**src/rtl/mult_32_bit_seq.sv**
```systemverilog
// Sequential signed multiplier for the MIPS mult instruction: multiplies the operand
// magnitudes by shift-and-add over WIDTH cycles, then applies the sign in a final cycle.
module mult_32_bit_seq #(
    parameter int WIDTH = 32
) (
    input  logic             clk,
    input  logic             reset,
    input  logic             start,
    input  logic [WIDTH-1:0] a,
    input  logic [WIDTH-1:0] b,
    output logic             busy,
    output logic             done,
    output logic [WIDTH-1:0] hi,
    output logic [WIDTH-1:0] lo
);

    // state | meaning
    // IDLE  | waiting for start; done may pulse here
    // RUN   | one shift-and-add iteration per clock, cnt 0..WIDTH-1
    // FIX   | apply sign to accumulator, load hi/lo, pulse done
    localparam logic [1:0] IDLE = 2'd0;
    localparam logic [1:0] RUN  = 2'd1;
    localparam logic [1:0] FIX  = 2'd2;

    localparam int CW = $clog2(WIDTH);
    localparam logic [CW-1:0]      CNT_LAST = CW'(WIDTH - 1);
    localparam logic [WIDTH-1:0]   ONE_W    = WIDTH'(1);
    localparam logic [2*WIDTH-1:0] ONE_P    = (2 * WIDTH)'(1);

    logic [1:0]         state;
    logic [WIDTH-1:0]   mcand;
    logic [WIDTH-1:0]   mplier;
    logic [2*WIDTH-1:0] acc;
    logic [CW-1:0]      cnt;
    logic               neg;

    logic [WIDTH-1:0]   a_mag;
    logic [WIDTH-1:0]   b_mag;
    logic [WIDTH-1:0]   addend;
    logic [WIDTH:0]     sum;
    logic [2*WIDTH-1:0] product;

    // The most negative operand maps to 2^(WIDTH-1), which still fits unsigned.
    assign a_mag   = a[WIDTH-1] ? (~a + ONE_W) : a;
    assign b_mag   = b[WIDTH-1] ? (~b + ONE_W) : b;
    assign addend  = mplier[0] ? mcand : '0;
    assign sum     = {1'b0, acc[2*WIDTH-1:WIDTH]} + {1'b0, addend};
    assign product = neg ? (~acc + ONE_P) : acc;

    assign busy = (state != IDLE);

    always_ff @(posedge clk or posedge reset) begin
        if (reset) begin
            state  <= IDLE;
            mcand  <= '0;
            mplier <= '0;
            acc    <= '0;
            cnt    <= '0;
            neg    <= 1'b0;
            done   <= 1'b0;
            hi     <= '0;
            lo     <= '0;
        end else begin
            done <= 1'b0;
            case (state)
                IDLE: begin
                    if (start) begin
                        mcand  <= a_mag;
                        mplier <= b_mag;
                        neg    <= a[WIDTH-1] ^ b[WIDTH-1];
                        acc    <= '0;
                        cnt    <= '0;
                        state  <= RUN;
                    end
                end
                RUN: begin
                    // Carry out of the upper-half add becomes the new MSB after the shift.
                    acc    <= {sum, acc[WIDTH-1:1]};
                    mplier <= mplier >> 1;
                    cnt    <= cnt + 1'b1;
                    if (cnt == CNT_LAST) begin
                        state <= FIX;
                    end
                end
                FIX: begin
                    {hi, lo} <= product;
                    done     <= 1'b1;
                    state    <= IDLE;
                end
                default: state <= IDLE;
            endcase
        end
    end

endmodule

```
**config.mk**
```make
export PLATFORM = sky130hd
export DESIGN_NAME = mult_32_bit_seq
export DESIGN_NICKNAME = d
export VERILOG_FILES = /design/src/rtl/mult_32_bit_seq.sv
export SDC_FILE = /design/constraint.sdc
export NUM_CORES = 1
export LEC_CHECK = 0
export CAP_MARGIN = 15
export CORE_ASPECT_RATIO = 0.9
export CORE_MARGIN = 8
export CORE_UTILIZATION = 45
export DETAILED_ROUTE_END_ITERATION = 12
export GPL_TIMING_DRIVEN = 0
export PLACE_DENSITY = 0.76
export SYNTH_ARGS = -nofsm -noshare
export SYNTH_HDL_FRONTEND = slang
export SYNTH_SLANG_ARGS = --single-unit
```
**constraint.sdc**
```tcl
create_clock -name clk -period 9.95 [get_ports clk]
set_clock_uncertainty 0.15 [all_clocks]
set_input_delay 1.99 -clock clk [delete_from_list [all_inputs] [get_ports clk]]
set_output_delay 1.99 -clock clk [all_outputs]
set_load 0.05 [all_outputs]
```
# [Word level (Yosys, flattened, before mapping)]
# Cells that the tools add are included.
[op_classes] n_eq_ne=5 add_sub_neg=5 mux=14 bitwise=4 reduce_logical=6
[op_table] cell="$mux 32" count=4
[op_table] cell="$mux 64" count=2
[op_table] cell="$pmux 64 s2" count=1
[op_table] cell="$add 32x1->32 const B" count=2
[op_table] cell="$add 64x1->64 const B" count=1
[op_table] cell="$not 32->32" count=2
[op_table] cell="$not 64->64" count=1
[op_table] cell="$pmux 32 s2" count=1
[op_table] cell="$add 32x32->33" count=1
[op_table] cell="$pmux 5 s2" count=1
[op_table] cell="$reduce_and 2->1" count=3
[op_table] cell="$add 5x1->5 const B" count=1
[op_table] cell="$eq 5x5->1 const B" count=1
[op_table] cell="$mux 5" count=1
[op_table] cell="$mux 2" count=2
[op_table] cell="$ne 2x2->1 const B" count=2
[op_table] cell="$pmux 2 s2" count=1
[op_table] cell="$reduce_bool 2->1" count=2
[op_table] cell="$eq 2x1->1 const B" count=1
[op_table] cell="$eq 2x2->1 const B" count=1
[op_table] cell="$logic_not 2->1" count=1
[op_table] cell="$mux 1" count=1
[op_table] cell="$xor 1x1->1" count=1
[totals] elab_cells=43 output_inout_bits=66 ff_bits=201

# [Longest topological paths before layout]
# Gate-level depths: netlist (run 1).
[logic_depth] ltp_word=5 depth_mapped=13 depth_no_buf=12

# [Worst setup path after synthesis (run 1)]
# Ideal clock, no wire load.
[synth_path] path_kind="input to register" startpoint="in a[14]" endpoint="reg mcand[28]" slack_ns=5.172 t_required_ns=9.665 setup_ns=0.135 n_path_buf=0 arrival_ns=4.493 path_stages=8 cell_sequence="or4_4 > or4_1 > or3b_1 > or2_2 > or4_4 > o31ai_2 > xor2_1 > o21ai_0"
[synth_via] elab_chain_len=3
[synth_rtl] element="start, declared" line="9" source="input logic [WIDTH-1:0] a,"
[synth_rtl] element="$not 32->32" line="44" source="assign a_mag = a[WIDTH-1] ? (~a + ONE_W) : a;"
[synth_rtl] element="$add 32x1->32" line="44"
[synth_rtl] element="$mux 32" line="44"
[synth_rtl] element="end signal, assigned" line="68" source="mcand <= a_mag;"
[synth_rtl] element="end, declared" line="31" source="logic [WIDTH-1:0] mcand;"
# Every way passes these cells.
# A chain may end at the register's enable or synchronous reset.

# [Final worst setup path (run 1)]
[layout_path] startpoint="in a[14]" endpoint="reg mcand[29]"
# Same word-level chain as after synthesis.

==> flow_summary.yaml, run 1 <==
outcome:
  run_status: "finished, final reports clean"
grt:
  gr-usage-met1: 0.290
  grt_antenna_before_repair: 0
  groute.layer.met3.usage: 0.0341
  global_route.usage.total: 0.205
  met2_usage_in_global_routing: 0.321
  pin_count_of_the_biggest_net_entering_global_routing: 130
  grt_overflow_total: 0
  first_global_vias: 10300
  busiest_layer: "met2"
  grt_pass1_wl_um: 54300
clocking:
  cts.repair.resized: 0
  cts_hold_buffers: 0
  clk_transition_reported_paths_ns: 0.06
  cts-htree-levels: 1
  postCtsSetupRepairBufs: 0
  cts_tree: "built"
  clk_root_buffer_cell: "sky130_fd_sc_hd__clkbuf_16"
  clock_buffer_depth: 3
  clock_sink_total: 201
  insertion_delay_ns: 0.52
  tritoncts.num_buffers: 22
critical_path:
  cell_at_the_slowest_stage_of_the_critical_path: "sky130_fd_sc_hd__or4_4"
  critPathTopFamily: "simple AND/OR/NAND/NOR gates"
  critPathKind: "in2reg"
  path_buf_inv: 1
  critical_path.cell_chain: "clkdlybuf4s50_1, or4_4, or4_1, or3b_1, or2_1, or4_4, o41ai_2, xor2_1, o21ai_0"
  start_kind: "input port"
  largest_stage_delay_on_the_critical_path_ns: 0.57
  critical-path-top-cell-by-count: "sky130_fd_sc_hd__or4_4"
  cp-end-kind: "register"
  cp_data_arrival_time_ns: 5.20
  crit_required_ns: 10.17
  critPathMaxFanout: 5
final_layout:
  insertedDiodeCount: 0
  multi_input_area_mm2: 0.00642
  syn2layout_area_growth_pct: 21.9
  finalNetCount: 1569
  finish.instance_area_mm2: 0.0144
  fillerInstances: 2373
  layout.area.seq_mm2: 0.00503
  post_route_cells_drive_above_1_share: 0.0385
synthesis:
  synthCells: 1307
  area_share_of_and_or_nand_nor_cells_after_synthesis: 0.166
  synth.cell_area_mm2: 0.0118
  ys.flop_type: "sky130_fd_sc_hd__dfrtp_1"
  postSynthAreaPerCell_um2: 9.04
  synth_top_family_by_area: "compound AO/OA/AOI/OAI gates"
  synth-compound-area-share: 0.227
  synth_seq_area_share: 0.426
  share_of_synthesized_flip_flops_with_an_asynchronous_set_or_reset: 1.00
  warnings_synthesis: 0
  yosys-mux-area-fraction: 0.00169
  synth-edff-count: 0
  synthesis.nets: 1412
  synth_adder_area_share: 0.0409
  yosysUniqueCellTypes: 62
  synth-xor-area-share: 0.107
  ys_seq_elements: 201
placement:
  placed_cell_area_mm2: 0.0136
  hpwl_um: 25400
  gpl.final_weighted_congestion: 0.919
  place.port_buffers: 132
timing:
  final.hold.worst_slack_ns: 0.323
  final_period_minus_worst_setup_slack_ns: 4.99
  timing.final.hold_violations: 0
  timing.setup.tns_ns: 0
  setup_violations: 0
  slew_headroom: 0.426
  post-route-period-util: 0.501
  report.final.slew_viol_count: 0
  achievable-frequency_mhz: 201
  tightest_slew_ns: 0.861
  rsz0062_at_grt: "no"
drt:
  drc: 0
  routed_wirelength_um: 33400
  wire_per_inst_um: 18.3
  drt-pass1-iter-count: 6
  drt-initial-drc-count: 721
  ant_nets: 0
  dr_total_vias: 10500
  drt-vias-per-instance: 5.76
min_path:
  hold_path_class: "reg2reg"
floorplan:
  dieHeight_um: 170
  floorplan.io_pins: 133
  row_count: 56
  floorplan.initialDensity: 0.456
  design.core.area_mm2: 0.0259
  fp.dieW_um: 187
  die_area_mm2: 0.0317
power_and_ir_drop:
  max-vdd-ir-drop_v: 0.000144
  leakagePower_uw: 0.00603
  report.power.total_uw: 4030
  powerDensity_mw_per_mm2: 280
flow_run:
  drv_cap: 0
## cells by family (layout without fill, tap and decap cells)
family | Yosys count | count (layout)
adder cells (fa/ha/maj) | 38 | 38
buffers and inverters | 95 | 268
AO/OA/AOI/OAI | 425 | 425
AND/OR/NAND/NOR | 401 | 401
XOR/XNOR | 145 | 145
multiplexers | 2 | 2
flip-flops | 201 | 201
## metal layers
layer	part of all wire	wire, µm	up-vias
li1	-	-	5040
met1	0.48	15900	5035
met2	0.44	14600	383
met3	0.063	2100	73
met4	0.026	863	0
met5	0	0	-
## final timing paths
path / startpoint / end / slack [ns] / depth (start not counted)
max reg2reg: mplier[0] / acc[63] / 5.82 / 13
min reg2reg: mcand[9] / mcand[9] / 0.32 / 2
min: mcand[9] / mcand[9] / 0.32 / 2
min in group asynchronous: reset / lo[28] / 1.93 / 2
max in group asynchronous: reset / mplier[23] / 6.87 / 3
max: a[14] / mcand[29] / 4.96 / 9
## cell usage in the layout (no fill, tap or decap), types with 6 or more instances in the layout
master                              n
sky130_fd_sc_hd__o21ai_0          214
sky130_fd_sc_hd__dfrtp_1          201
sky130_fd_sc_hd__nand2_1          200
sky130_fd_sc_hd__clkdlybuf4s50_1  132
sky130_fd_sc_hd__xor2_1           120
sky130_fd_sc_hd__clkbuf_1          69
sky130_fd_sc_hd__o31ai_1           40
sky130_fd_sc_hd__a21oi_1           37
sky130_fd_sc_hd__ha_1              37
sky130_fd_sc_hd__and2_1            36
sky130_fd_sc_hd__a22o_1            33
sky130_fd_sc_hd__a22oi_1           32
sky130_fd_sc_hd__nor2_1            30
sky130_fd_sc_hd__xnor2_1           25
sky130_fd_sc_hd__or4_1             23
sky130_fd_sc_hd__o41ai_1           22
sky130_fd_sc_hd__clkbuf_16         22
sky130_fd_sc_hd__nand3_1           21
sky130_fd_sc_hd__inv_1             20
sky130_fd_sc_hd__nand2b_1          15
sky130_fd_sc_hd__or3_1             15
sky130_fd_sc_hd__nor3_1            12
sky130_fd_sc_hd__nor4_1             8
sky130_fd_sc_hd__nand4_1            7
sky130_fd_sc_hd__or2_2              7
sky130_fd_sc_hd__buf_1              6
## area by class of cell
class                      instances  share of cell area
buffer                            74              0.0196
clock buffer                      30              0.0438
clock inverter                    10              0.0114
inverter                          21             0.00599
multi-input combinational       1011               0.446
sequential                       201               0.349
tap                              348              0.0302
timing repair buffer             133              0.0937
## sequential cells by signal, summed over array words and instances, names as in the netlist
signal,count
lo,32
mplier,32
state,2
neg,1
hi,32
mcand,32
done,1
acc,64
cnt,5
## tightest hold or removal path, stage by stage (launching register included)
cell,delay (ns)
sky130_fd_sc_hd__dfrtp_1,0.34
sky130_fd_sc_hd__nand2_1,0.04
sky130_fd_sc_hd__o21ai_0,0.06
## cell usage after synthesis (6+ instances only)
master	number	area share
sky130_fd_sc_hd__inv_1	21	0.0067
sky130_fd_sc_hd__nor3_1	12	0.0051
sky130_fd_sc_hd__nand2b_1	15	0.0079
sky130_fd_sc_hd__or3_1	15	0.0079
sky130_fd_sc_hd__a21oi_1	37	0.016
sky130_fd_sc_hd__o21ai_0	214	0.091
sky130_fd_sc_hd__clkbuf_1	66	0.021
sky130_fd_sc_hd__nor2_1	30	0.0095
sky130_fd_sc_hd__nand4_1	7	0.0037
sky130_fd_sc_hd__and2_1	36	0.019
sky130_fd_sc_hd__nor4_1	8	0.0042
sky130_fd_sc_hd__nand3_1	21	0.0089
sky130_fd_sc_hd__or4_1	23	0.015
sky130_fd_sc_hd__o41ai_1	22	0.016
sky130_fd_sc_hd__a22oi_1	32	0.020
sky130_fd_sc_hd__xor2_1	120	0.089
sky130_fd_sc_hd__buf_1	6	0.0019
sky130_fd_sc_hd__dfrtp_1	201	0.43
sky130_fd_sc_hd__nand2_1	200	0.064
sky130_fd_sc_hd__xnor2_1	25	0.019
sky130_fd_sc_hd__a22o_1	33	0.024
sky130_fd_sc_hd__o31ai_1	40	0.025
sky130_fd_sc_hd__or2_2	7	0.0037
sky130_fd_sc_hd__ha_1	37	0.039
## per-stage QoR
| step | setup slack, ns | utilization | cells |
|---|---|---|---|
| finish | 4.96 | 0.556 | 1828 |
| global route | 4.87 | 0.556 | 1828 |
| CTS | 4.98 | 0.556 | 1828 |
| detailed placement | 4.44 | 0.525 | 1788 |
| global placement | -0.0267 | 0.524 | 1787 |
| floorplan | 2.33 | - | 1307 |
## where the power goes
part,total (µW),internal [µW],switching [µW]
Clock,887,548,339
Sequential,1360,1070,287
Combinational,1780,694,1080
Total,4030,2320,1710
(Power assumes the default switching activity.)
==> inputs of run 2 (changes only) <==
==> constraint.sdc (replaced) <==
create_clock -name clk -period 4.7 [get_ports clk]
set_clock_uncertainty 0.15 [all_clocks]
set_input_delay 0.94 -clock clk [delete_from_list [all_inputs] [get_ports clk]]
set_output_delay 0.94 -clock clk [all_outputs]
set_load 0.05 [all_outputs]
==> run 2 against run 1 <==
Combinational power rose by 110%. Total power grew 110%. Highest routed layer unchanged. Largest cell class unchanged. Register-to-register slack got worse by 5.2 ns.
==> flow_summary.yaml, run 2 (synthesis gave the netlist of run 1 again) <==
final_layout:
  syn2layout_area_growth_pct: 22.5
  finish.utilization: 0.558
  fillerInstances: 2326
  finalNetCount: 1572
  layout_commonest_cell: "sky130_fd_sc_hd__o21ai_0"
  max_reg_flops: 64
  insertedDiodeCount: 0
  post_route_cells_drive_above_1_share: 0.0411
  layout_common_cells: "214 x sky130_fd_sc_hd__o21ai_0, 201 x sky130_fd_sc_hd__dfrtp_1, 200 x sky130_fd_sc_hd__nand2_1"
  biggest_register: "acc"
power_and_ir_drop:
  switching_power_uw: 3590
  clock_power_share: 0.223
  leakagePower_uw: 0.00606
  combinational_share_of_power: 0.441
  sw_frac_of_total: 0.421
  powerDensity_mw_per_mm2: 590
  max-vdd-ir-drop_v: 0.000297
  share_seq_of_total_power: 0.337
  internal_power_uw: 4940
critical_path:
  critical_path.cell_chain: "clkbuf_1, and2_1, ha_1, inv_1, fa_1, nor2b_1, o21bai_1, a21oi_1, o21ai_0, o31ai_1, a21oi_1, o31a_1, o21ai_0"
  critPathKind: "reg2reg"
  critPathMaxFanout: 10
  regToRegStartpoint: "mplier[0]"
  timing.critical_path.from: "mplier[0]"
  cell_at_the_slowest_stage_of_the_critical_path: "sky130_fd_sc_hd__o31ai_1"
  largest_stage_delay_on_the_critical_path_ns: 0.67
  cp-end-kind: "register"
  critPathTopFamily: "compound AO/OA/AOI/OAI gates"
  path_buf_inv: 2
  start_kind: "register"
  crit_required_ns: 4.98
  cp_data_arrival_time_ns: 4.36
drt:
  drt-vias-per-instance: 5.71
  dr_total_vias: 10500
  drt-initial-drc-count: 781
  routed_wirelength_um: 33100
  drt-pass1-iter-count: 7
  drc: 0
  wire_per_inst_um: 18.1
  ant_nets: 0
floorplan:
  floorplan.io_pins: 133
  fp.dieW_um: 187
  floorplan.initialDensity: 0.456
  die_area_mm2: 0.0317
  row_count: 56
  design.core.area_mm2: 0.0259
  dieHeight_um: 170
timing:
  tightest_slew_ns: 0.887
  timing.setup.tns_ns: 0
  final.hold.worst_slack_ns: 0.327
  final_period_minus_worst_setup_slack_ns: 4.07
  achievable-frequency_mhz: 246
  rsz0062_at_grt: "no"
  final.setup.worst_slack_ns: 0.628
  timing.final.hold_violations: 0
  slew_headroom: 0.408
  setup_violations: 0
  report.final.slew_viol_count: 0
  post-route-period-util: 0.866
clocking:
  clock_sink_total: 201
  cts-htree-levels: 1
  cts_hold_buffers: 0
  cts.repair.resized: 0
  cts_tree: "built"
  clock_buffer_depth: 3
  tritoncts.num_buffers: 22
  insertion_delay_ns: 0.52
  clk_root_buffer_cell: "sky130_fd_sc_hd__clkbuf_16"
  clk_transition_reported_paths_ns: 0.06
  postCtsSetupRepairBufs: 0
flow_run:
  drv_cap: 0
min_path:
  hp-start: "mcand[23]"
  hold_path_class: "reg2reg"
grt:
  grt_antenna_before_repair: 0
  pin_count_of_the_biggest_net_entering_global_routing: 46
  global_route.usage.total: 0.203
  grt_overflow_total: 0
  first_global_vias: 10500
  grt_pass1_wl_um: 53900
placement:
  place.port_buffers: 132
  hpwl_um: 25700
  detailedPlace.worstSlack_ns: 0.277
  gpl.final_weighted_congestion: 0.918
outcome:
  run_status: "finished, final reports clean"
==> run 2: changes by cell type in the layout (fill, tap and decap cells not counted), sizes merged <==
cell / change
clkbuf: +1
clkinv: -1
clkinvlp: +1
inv: -1
buf: +3
==> run 2: stage by stage <==
| step | power, µW | cells | area, µm² |
|---|---|---|---|
| after floorplan | 5410 | 1307 | 11800 |
| after global placement | 6460 | 1787 | 13600 |
| after detailed placement | 6580 | 1791 | 13700 |
| after CTS | 8500 | 1831 | 14500 |
| after global routing | 9100 | 1831 | 14500 |
| final | 8530 | 1831 | 14500 |
==> run 2: final timing paths <==
path                               to  slack, ns  cells past startpoint
max in group asynchronous  mplier[27]       2.59                      4
hold / removal              mcand[23]       0.33                      2
min in group asynchronous      lo[29]       0.80                      2
setup / recovery              acc[63]       0.63                     13
setup reg to reg              acc[63]       0.63                     13
hold reg to reg             mcand[23]       0.33                      2
==> run 2: power groups by stage <==
| stage | Clock (µW) | Sequential, µW | Combinational, µW |
|---|---|---|---|
| final | 1900 | 2870 | 3760 |
| after global routing | 1990 | 2940 | 4170 |
| after CTS | 1920 | 2850 | 3720 |
| after detailed placement | 0 | 2880 | 3700 |
| after global placement | 0 | 2850 | 3620 |
| after floorplan | 0 | 2700 | 2710 |
==> run 2: layout make-up <==
type / count / area [µm²] / area share
buffer: 74 / 283 / 0.0195
clock buffer: 31 / 654 / 0.0452
clock inverter: 9 / 159 / 0.0110
inverter: 21 / 82.6 / 0.00571
multi-input combinational: 1011 / 6420 / 0.444
sequential: 201 / 5030 / 0.348
tap: 348 / 435 / 0.0301
timing repair buffer: 136 / 1400 / 0.0969
==> run 2: tightest hold or removal path, stage by stage, from the launching register on <==
cell	delay, ns
sky130_fd_sc_hd__dfrtp_1	0.34
sky130_fd_sc_hd__nand2_1	0.05
sky130_fd_sc_hd__o21ai_0	0.06
==> run 2: per-layer routing <==
layer  track usage  up-vias  wire length (µm)
met2         0.324      342             14600
met1         0.281     5011             15500
met4        0.0624        0               845
met3        0.0339       55              2170
met5             0        -                 0
li1              -     5048                 -
==> inputs of run 3 (changes only) <==
--- a/config.mk
+++ b/config.mk
@@ -6,12 +6,14 @@
 export NUM_CORES = 1
 export LEC_CHECK = 0
 export CAP_MARGIN = 15
+export CELL_PAD_IN_SITES_DETAIL_PLACEMENT = 0
+export CELL_PAD_IN_SITES_GLOBAL_PLACEMENT = 1
 export CORE_ASPECT_RATIO = 0.9
 export CORE_MARGIN = 8
-export CORE_UTILIZATION = 45
+export CORE_UTILIZATION = 44
 export DETAILED_ROUTE_END_ITERATION = 12
 export GPL_TIMING_DRIVEN = 0
-export PLACE_DENSITY = 0.76
+export PLACE_DENSITY = 0.91
 export SYNTH_ARGS = -nofsm -noshare
 export SYNTH_HDL_FRONTEND = slang
 export SYNTH_SLANG_ARGS = --single-unit
==> run 3 against run 2 <==
Clock power decreased by 4%. Total power decreased by 1.2%. Setup slack got worse by 0.10 ns. Wire length increased by 0.48%. First-iteration DRC count increased by 17%. Combinational power about the same. Via count decreased by 1.3%. Sequential power about the same. Final area about the same. Largest cell class unchanged. Largest power group unchanged.
==> flow_summary.yaml, run 3 (synthesis gave the netlist of run 1 again) <==
final_layout:
  multi_input_area_mm2: 0.00642
  post_route_cells_drive_above_1_share: 0.0418
  max_reg_flops: 64
  insertedDiodeCount: 0
  layout_common_cells: "214 x sky130_fd_sc_hd__o21ai_0, 201 x sky130_fd_sc_hd__dfrtp_1, 200 x sky130_fd_sc_hd__nand2_1"
  finish.instance_area_mm2: 0.0145
  biggest_register: "acc"
  finalNetCount: 1573
  layout_commonest_cell: "sky130_fd_sc_hd__o21ai_0"
  syn2layout_area_growth_pct: 22.4
  fillerInstances: 2479
  layout.area.seq_mm2: 0.00503
  instances_no_fill: 1838
placement:
  place.detailed.instances: 1798
  place.port_buffers: 132
  hpwl_um: 25700
  placed_cell_area_mm2: 0.0137
  gpl.final_weighted_congestion: 0.928
power_and_ir_drop:
  clock_power_share: 0.217
  sw_frac_of_total: 0.424
  internal_power_uw: 4860
  combinational_share_of_power: 0.444
  switching_power_uw: 3570
  powerDensity_mw_per_mm2: 583
  share_seq_of_total_power: 0.339
  max-vdd-ir-drop_v: 0.000293
  leakagePower_uw: 0.00605
drt:
  drt-vias-per-instance: 5.62
  drc: 0
  routed_wirelength_um: 33200
  drt-initial-drc-count: 914
  ant_nets: 0
  dr_total_vias: 10300
  wire_per_inst_um: 18.1
  drt-pass1-iter-count: 5
critical_path:
  crit_required_ns: 4.98
  critPathKind: "reg2reg"
  cp-end-kind: "register"
  cp_data_arrival_time_ns: 4.45
  start_kind: "register"
  critPathMaxFanout: 10
floorplan:
  dieHeight_um: 171
  fp.dieW_um: 189
  floorplan.initialDensity: 0.443
  floorplan.io_pins: 133
  design.core.area_mm2: 0.0267
  die_area_mm2: 0.0324
  row_count: 57
grt:
  grt_antenna_before_repair: 0
  global_route.usage.total: 0.203
  grt_overflow_total: 0
  grt_pass1_wl_um: 54000
  pin_count_of_the_biggest_net_entering_global_routing: 46
  first_global_vias: 10200
timing:
  timing.final.hold_violations: 0
  slew_headroom: 0.460
  setup_violations: 0
  rsz0062_at_grt: "no"
  tightest_slew_ns: 0.804
  final_period_minus_worst_setup_slack_ns: 4.18
  post-route-period-util: 0.888
  report.final.slew_viol_count: 0
  achievable-frequency_mhz: 240
clocking:
  insertion_delay_ns: 0.51
  clock_buffer_depth: 3
  clk_transition_reported_paths_ns: 0.06
  tritoncts.num_buffers: 22
  cts_hold_buffers: 0
  clk_root_buffer_cell: "sky130_fd_sc_hd__clkbuf_16"
  clock_sink_total: 201
  cts-htree-levels: 1
  cts.repair.resized: 0
  cts_tree: "built"
  postCtsSetupRepairBufs: 0
flow_run:
  drv_cap: 0
min_path:
  hold_path_class: "reg2reg"
outcome:
  run_status: "finished, final reports clean"
run 3: changes by cell type in the layout (fill, tap and decap cells not counted), sizes merged:
cell	change
clkbuf	+1
clkinvlp	+1
bufinv	-2
buf	+1
run 3: critical path, cell delays in order (launching register included):
cell                       delay, ns
sky130_fd_sc_hd__dfrtp_1        0.48
sky130_fd_sc_hd__clkbuf_1       0.36
sky130_fd_sc_hd__and2_1         0.25
sky130_fd_sc_hd__ha_1           0.21
sky130_fd_sc_hd__inv_1          0.06
sky130_fd_sc_hd__fa_1           0.39
sky130_fd_sc_hd__nor2b_1        0.16
sky130_fd_sc_hd__o21bai_1       0.10
sky130_fd_sc_hd__a21oi_1        0.17
sky130_fd_sc_hd__o21ai_0        0.20
sky130_fd_sc_hd__o31ai_1        0.75
sky130_fd_sc_hd__a21oi_1        0.26
sky130_fd_sc_hd__o31a_1         0.38
sky130_fd_sc_hd__o21ai_0        0.14
run 3: metal layers:
metal  wire length [µm]  up-vias  GRT usage  part of all wire
met4                877        0     0.0621             0.026
li1                   -     5044          -                 -
met2              14100      316      0.307              0.43
met3               1980       49     0.0284             0.060
met1              16200     4913      0.297              0.49
met5                  0        -          0                 0
run 3: path summary, 6_finish.rpt:
kind	startpoint	to	slack (ns)	cells after the start
setup reg to reg	mplier[0]	acc[63]	0.52	13
hold reg to reg	mcand[28]	mcand[28]	0.32	2
min in group asynchronous	reset	lo[27]	0.61	2
hold / removal	mcand[28]	mcand[28]	0.32	2
setup / recovery	mplier[0]	acc[63]	0.52	13
max in group asynchronous	reset	mcand[30]	3.02	4
run 3: stage by stage:
stage	power [µW]	hold slack (ns)	setup TNS, ns	util	setup WS [ns]
after global placement	6480	0.305	-88.48	0.509	-0.468
final	8430	0.324	0	0.542	0.525
after floorplan	5410	0.291	0	-	0.972
after global routing	9040	0.341	0	0.542	0.135
after CTS	8410	0.327	0	0.542	0.514
after detailed placement	6570	0.314	0	0.513	0.258
run 3: final cells by class:
type                            count  area share
Multi-Input combinational cell   1011       0.444
Sequential cell                   201       0.348
Timing Repair Buffer              137      0.0983
Clock buffer                       32      0.0470
Tap cell                          354      0.0306
Buffer                             74      0.0196
Clock inverter                      8     0.00658
Inverter                           21     0.00571
run 3: power groups by stage:
stage          Clock [µW]  Combinational (µW)  Sequential (µW)
2_1_floorplan           0                2710             2700
3_3_place_gp            0                3630             2840
3_5_place_dp            0                3700             2870
4_1_cts              1850                3720             2840
5_1_grt              1920                4190             2930
6_report             1830                3750             2860
